==> src/rtl/loop_ctrl_seq.sv <==
// Loop bring-up sequencer: precharge, VCO settle, lock acquisition with timeout,
// lock monitoring and fault hold. Moore outputs decoded from the state register.
module loop_ctrl_seq #(
    parameter int unsigned PRE_CYC    = 16,
    parameter int unsigned SETTLE_CYC = 64,
    parameter int unsigned LOCK_N     = 8,
    parameter int unsigned TMO_CYC    = 1024
) (
    input  logic       clk,
    input  logic       rst_n,
    input  logic       CELV,
    input  logic       CELG,
    input  logic       SUB,
    input  logic       en,
    input  logic       lock_in,
    input  logic       retry,
    output logic       pd_n,
    output logic       vco_en,
    output logic       cp_en,
    output logic       loop_rdy,
    output logic       fault,
    output logic [2:0] state
);

    typedef enum logic [2:0] {
        OFF   = 3'd0,
        PRE   = 3'd1,
        VCO   = 3'd2,
        ACQ   = 3'd3,
        LOCK  = 3'd4,
        FAULT = 3'd5
    } state_t;

    localparam logic [15:0] PRE_END = 16'(PRE_CYC - 1);
    localparam logic [15:0] VCO_END = 16'(SETTLE_CYC - 1);
    localparam logic [15:0] TMO_END = 16'(TMO_CYC - 1);
    localparam logic [7:0]  RUN_END = 8'(LOCK_N - 1);

    state_t      cur;
    state_t      nxt;
    logic        sync1;
    logic        lock_s;
    logic [15:0] cnt;
    logic [7:0]  run;
    logic        unused_ties;

    assign unused_ties = ^{CELV, CELG, SUB};

    always_ff @(posedge clk or negedge rst_n) begin
        if (!rst_n) begin
            sync1  <= 1'b0;
            lock_s <= 1'b0;
        end else begin
            sync1  <= lock_in;
            lock_s <= sync1;
        end
    end

    always_comb begin
        nxt = cur;
        case (cur)
            OFF:   nxt = PRE;
            PRE:   if (cnt == PRE_END) nxt = VCO;
            VCO:   if (cnt == VCO_END) nxt = ACQ;
            // lock is tested first so it wins a coincident timeout
            ACQ: begin
                if (lock_s && run == RUN_END)
                    nxt = LOCK;
                else if (cnt == TMO_END)
                    nxt = FAULT;
            end
            LOCK:  if (!lock_s && run == RUN_END) nxt = ACQ;
            FAULT: if (retry) nxt = PRE;
            default: nxt = OFF;
        endcase
        if (!en)
            nxt = OFF;
    end

    always_ff @(posedge clk or negedge rst_n) begin
        if (!rst_n) begin
            cur <= OFF;
            cnt <= '0;
            run <= '0;
        end else begin
            cur <= nxt;
            // any state entry (including LOCK -> ACQ) restarts both counters
            if (nxt != cur || nxt == OFF) begin
                cnt <= '0;
                run <= '0;
            end else begin
                if (cnt != '1)
                    cnt <= cnt + 16'd1;
                case (cur)
                    ACQ:     run <= lock_s  ? ((run != '1) ? run + 8'd1 : run) : '0;
                    LOCK:    run <= !lock_s ? ((run != '1) ? run + 8'd1 : run) : '0;
                    default: run <= '0;
                endcase
            end
        end
    end

    assign pd_n     = (cur == PRE) || (cur == VCO) || (cur == ACQ) || (cur == LOCK);
    assign vco_en   = (cur == VCO) || (cur == ACQ) || (cur == LOCK);
    assign cp_en    = (cur == ACQ) || (cur == LOCK);
    assign loop_rdy = (cur == LOCK);
    assign fault    = (cur == FAULT);
    assign state    = cur;

endmodule

==> config.mk <==
export PLATFORM = sky130hd
export DESIGN_NAME = loop_ctrl_seq
export DESIGN_NICKNAME = d
export VERILOG_FILES = /design/src/rtl/loop_ctrl_seq.sv
export SDC_FILE = /design/constraint.sdc
export NUM_CORES = 1
export LEC_CHECK = 0
export CAP_MARGIN = 20
export CORE_ASPECT_RATIO = 1.25
export CORE_MARGIN = 2
export CORE_UTILIZATION = 55
export DETAILED_ROUTE_END_ITERATION = 12
export PLACE_DENSITY = 0.77
export SYNTH_ARGS = -nofsm -noshare
export SYNTH_HDL_FRONTEND = slang
export SYNTH_SLANG_ARGS = --single-unit
==> constraint.sdc <==
create_clock -name clk -period 3.74 [get_ports clk]
set_clock_uncertainty 0.2 [all_clocks]
set_input_delay 0.935 -clock clk [delete_from_list [all_inputs] [get_ports clk]]
set_output_delay 0.935 -clock clk [all_outputs]
set_load 0.02 [all_outputs]
# Yosys cells after proc, flatten, opt, wreduce, memory -nomap -nowiden
# Cells that the tools add are included.
[totals]
reg_bits = 29
input_bits = 8
output_inout_bits = 8
elab_cells = 47
[op_classes]
add_sub_neg = 2
n_eq_ne = 12
mux = 15
reduce_logical = 13
[ops]
columns = ["cell", "n"]
rows = [
  ["2-to-1 mux 16 bit", 2],
  ["2-to-1 mux 8 bit", 4],
  ["2-to-1 mux 3 bit", 7],
  ["case mux 3 bit (6 select lines)", 1],
  ["adder 16 x 1 -> 16 bit, second input constant", 1],
  ["equality test 16 x 10 -> 1 bit, second input constant", 1],
  ["equality test 16 x 4 -> 1 bit, second input constant", 1],
  ["equality test 16 x 6 -> 1 bit, second input constant", 1],
  ["inequality test 16 bit, second input constant", 1],
  ["case mux 8 bit (2 select lines)", 1],
  ["adder 8 x 1 -> 8 bit, second input constant", 1],
  ["equality test 8 x 3 -> 1 bit, second input constant", 1],
  ["inequality test 8 bit, second input constant", 1],
  ["logical OR 1 bit", 7],
  ["equality test 3 x 2 -> 1 bit, second input constant", 2],
  ["equality test 3 bit, second input constant", 2],
  ["zero test 3 bit", 2],
  ["equality test 3 x 1 -> 1 bit, second input constant", 1],
  ["inequality test 3 bit", 1],
  ["logical AND 1 bit", 2],
  ["nonzero test 2 bit", 1],
  ["zero test 1 bit", 1],
]

# Depth between registers and ports, before layout
[depth]
ltp_word = 8
mapped_depth = 7

# Least setup slack after synthesis
# Ideal clock, no wire load.
[synth_path]
path_kind = "flip-flop to flip-flop"
from = "register cnt[11]"
to = "register cnt[10]"
arrival_ns = 2.316
t_required_ns = 3.445
slack_ns = 1.130
stages_incl_launch_ff = 7
path_buffers = 1
synth_period_minus_slack_ns = 2.610
cell_sequence = "dfrtp_1 or4_4 or2_0 or4_4 a32o_2 buf_6 nor4_4"
[synth_between]
elab_chain_cells = 8
word_cells_on_any_way = 15
[synth_lines]
columns = ["item", "line", "text"]
rows = [
  ["start: declaration", "43", "logic [15:0] cnt;"],
  ["start signal: assignment", "93", "cnt <= cnt + 16'd1;"],
  ["equality test 16 x 10 -> 1 bit", "69", "else if (cnt == TMO_END)"],
  ["2-to-1 mux 3 bit", "69", ""],
  ["2-to-1 mux 3 bit", "67", "if (lock_s && run == RUN_END)"],
  ["case mux 3 bit (6 select lines)", "61", "case (cur)"],
  ["2-to-1 mux 3 bit", "76", "if (!en)"],
  ["inequality test 3 bit or zero test 3 bit (tied branches)", "88", "if (nxt != cur || nxt == OFF) begin"],
  ["logical OR 1 bit", "88", ""],
  ["2-to-1 mux 16 bit or nonzero test 2 bit (tied branches)", "--", ""],
]
# Parallel ways exist; a longest one is shown, timed or not.
# A chain may end at the register's enable or synchronous reset.

# Worst setup path in the final report
[layout_path]
from = "register cur[2], in the netlist state[2]"
to = "output cp_en"
[layout_between]
elab_chain_cells = 2
word_cells_on_any_way = 3
[layout_lines]
columns = ["item", "line", "text"]
rows = [
  ["start: declaration", "39", "state_t cur;"],
  ["start signal: assignment", "86", "cur <= nxt;"],
  ["equality test 3 x 2 -> 1 bit or equality test 3 bit (tied branches)", "105", "assign cp_en = (cur == ACQ) || (cur == LOCK);"],
  ["logical OR 1 bit (*)", "105", ""],
  ["end: declaration", "19", "output logic cp_en,"],
]
# Mark *: on every way between the ends. The rest lies on a longest branch, timed or not.

==> metrics.yaml <==
status: "completed"
critPathKind: "flop to primary output"
fin_cells: 246
rows: 23
die_area_mm2: 0.00374
p_leak_nw: 0.815
cts.path.max_buffers: 2
met1_usage: 0.252
fp.dieH_um: 67.8
timing.rr.start: "cnt[11]"
cp-end-kind: "primary output"
top_usage_layer: "met2"
post_dp_cell_area_mm2: 0.00193
synthTopCellsByCount: "dfrtp_1, nand2_1, nor2_1"
synth_edf_count: 0
fin_area_mm2: 0.00203
cts.sinks: 29
cp.required_ns: 2.60
cp.depth: 3
min_period_over_period: 0.874
async_flop_share: 1.00
cts_hold_buf: 0
io_buffer_count: 12
wire_per_inst_um: 14.9
slew_violations: 0
max_slew_margin: 0.384
coreArea_mm2: 0.00317
synth_area_leaders: "dfrtp_1, xnor2_1, nand2_1"
start_kind: "flop"
dp_hpwl_um: 2540
htree_levels: 2
grt_pass1_vias: 1363
synth_top_area_frac: 0.405
rsz0062_at_grt: "false"
tns_ns: 0
dp_cells: 238
antenna_found_initial: 0
nets: 218
drcViolationCount: 0
cts_resized: 0
wl_um: 3660
synth_ff_type: "dfrtp_1"
hold_viol: 0
dr.pass1.iters: 4
grt_use_met2: 0.378
slowest_delay_ns: 0.63
cp_max_fo: 14
first_iter_violations: 45
yosysMostFrequentCell: "dfrtp_1"
io_pins: 16
root_buffer: "clkbuf_8"
synth_warnings: 0
die_x_um: 55.1
cap_violations: 0
antenna_cells: 0
cp_cell_sequence: "or3b_2 > o21ai_0 > clkdlybuf4s50_1"
min_path_type: "flop to flop"
syn-num-nets: 204
syn_area_mm2: 0.00179
critPathBufInv: 1
regToRegSetupSlack_ns: 0.82
gp_congestion: 0.832
cts_tree: "built"
fin_total_pwr_mw: 0.654
ys_seq_area_frac: 0.405
synth_top_area_cell: "dfrtp_1"
ant_nets: 0
start_util: 0.566
crit_end: "cp_en"
crit_slowest_cell: "clkdlybuf4s50_1"
grt_pass1_wl_um: 5880
vdd_drop_max_v: 0.000263
pwr_density_cell_mw_per_mm2: 322
track_usage: 0.222
insertion_delay_ns: 0.29
tightestPinTransition_ns: 0.916
path_delay_family: "buffers and inverters"
num_vias: 1514
max_freq_mhz: 306
areaGrowthSynthToFinish_pct: 13.5
worstRegToRegCells: 5
grt-ovfl-total: 0
grt_use_met3: 0.0459
syn_inst: 194
final_layout_size_suffix_gt1_frac: 0.105
fillers: 258
ys_types: 45
cts_buffers: 5
layout_min_cycle_time_ns: 3.27
post-cts-setup-buffer-count: 0
setup_viol: 0
r2r_end: "cnt[5]"
grt_max_degree: 30
worst-endpoint-arrival_ns: 2.14
vias_per_cell: 6.15
timing.critical_path.from: "state[2]"
clk_pin_slew_ns: 0.06
syn_avg_cell_area_um2: 9.24
synth-seq-cells: 29
whs_ns: 0.152
## flip-flops by register name (all words and copies together) (netlist names)
signal and count:
sync1 1, run 8, state 3, cnt 16, lock_s 1
## where the power goes
part / internal (mW) / leakage (nW) / switching (mW)
combinational: 0.0168 / 0.363 / 0.0301
clock: 0.166 / 0.0542 / 0.120
sequential: 0.317 / 0.398 / 0.00463
total: 0.500 / 0.815 / 0.154
## routing by layer
layer	vias up	share of wire
li1	754	-
met1	709	0.44
met2	43	0.49
met3	8	0.040
met4	0	0.023
met5	-	0
## through the flow
stage / setup WS (ns) / util
after floorplan: 1.13 / -
after global placement: 0.432 / 0.611
after detailed placement: 0.375 / 0.611
after CTS: 0.462 / 0.643
after global routing: 0.396 / 0.643
final: 0.470 / 0.643
## how the worst min path moves through the flow
stage           from     end  cells after the start
6_report       sync1  lock_s                      0
5_1_grt        sync1  lock_s                      0
4_1_cts        sync1  lock_s                      0
3_5_place_dp   sync1  lock_s                      0
3_3_place_gp   sync1  lock_s                      0
2_1_floorplan  sync1  lock_s                      0
## layout make-up
class | instances | area, um^2 | share of cell area
Clock buffer | 7 | 96.3 | 0.0474
Tap cell | 37 | 46.3 | 0.0228
Multi-Input combinational cell | 155 | 1020 | 0.501
Clock inverter | 1 | 5.00 | 0.00246
Timing Repair Buffer | 13 | 128 | 0.0627
Inverter | 4 | 15.0 | 0.00738
Sequential cell | 29 | 726 | 0.357
## cells in the final DEF (no fill, tap or decap), types with 6 or more instances in the layout
cell / n
nor3_1: 13
nor4_1: 9
nand3_1: 9
clkbuf_8: 7
dfrtp_1: 29
a21oi_1: 6
nor2_1: 16
xnor2_1: 9
clkdlybuf4s50_1: 12
o21ai_0: 8
mux2i_1: 6
nand2_1: 18
## worst reg2reg max path, stage by stage (launching register included)
cell and delay [ns]:
dfrtp_1 0.42, or4_4 0.56, or2_0 0.23, or4_4 0.49, a311oi_1 0.76, nor4_1 0.11
## logic make-up after synthesis
| group | synth area share |
|---|---|
| adders and majority gates | 0.0140 |
| DFF | 0.405 |
| muxes | 0.0335 |
| xor gates and xnor gates | 0.0635 |
| AOI/OAI and AO/OA | 0.137 |
| buffers and inverters | 0.0272 |
| and+or+nand+nor | 0.320 |
(Power assumes the default switching activity.)
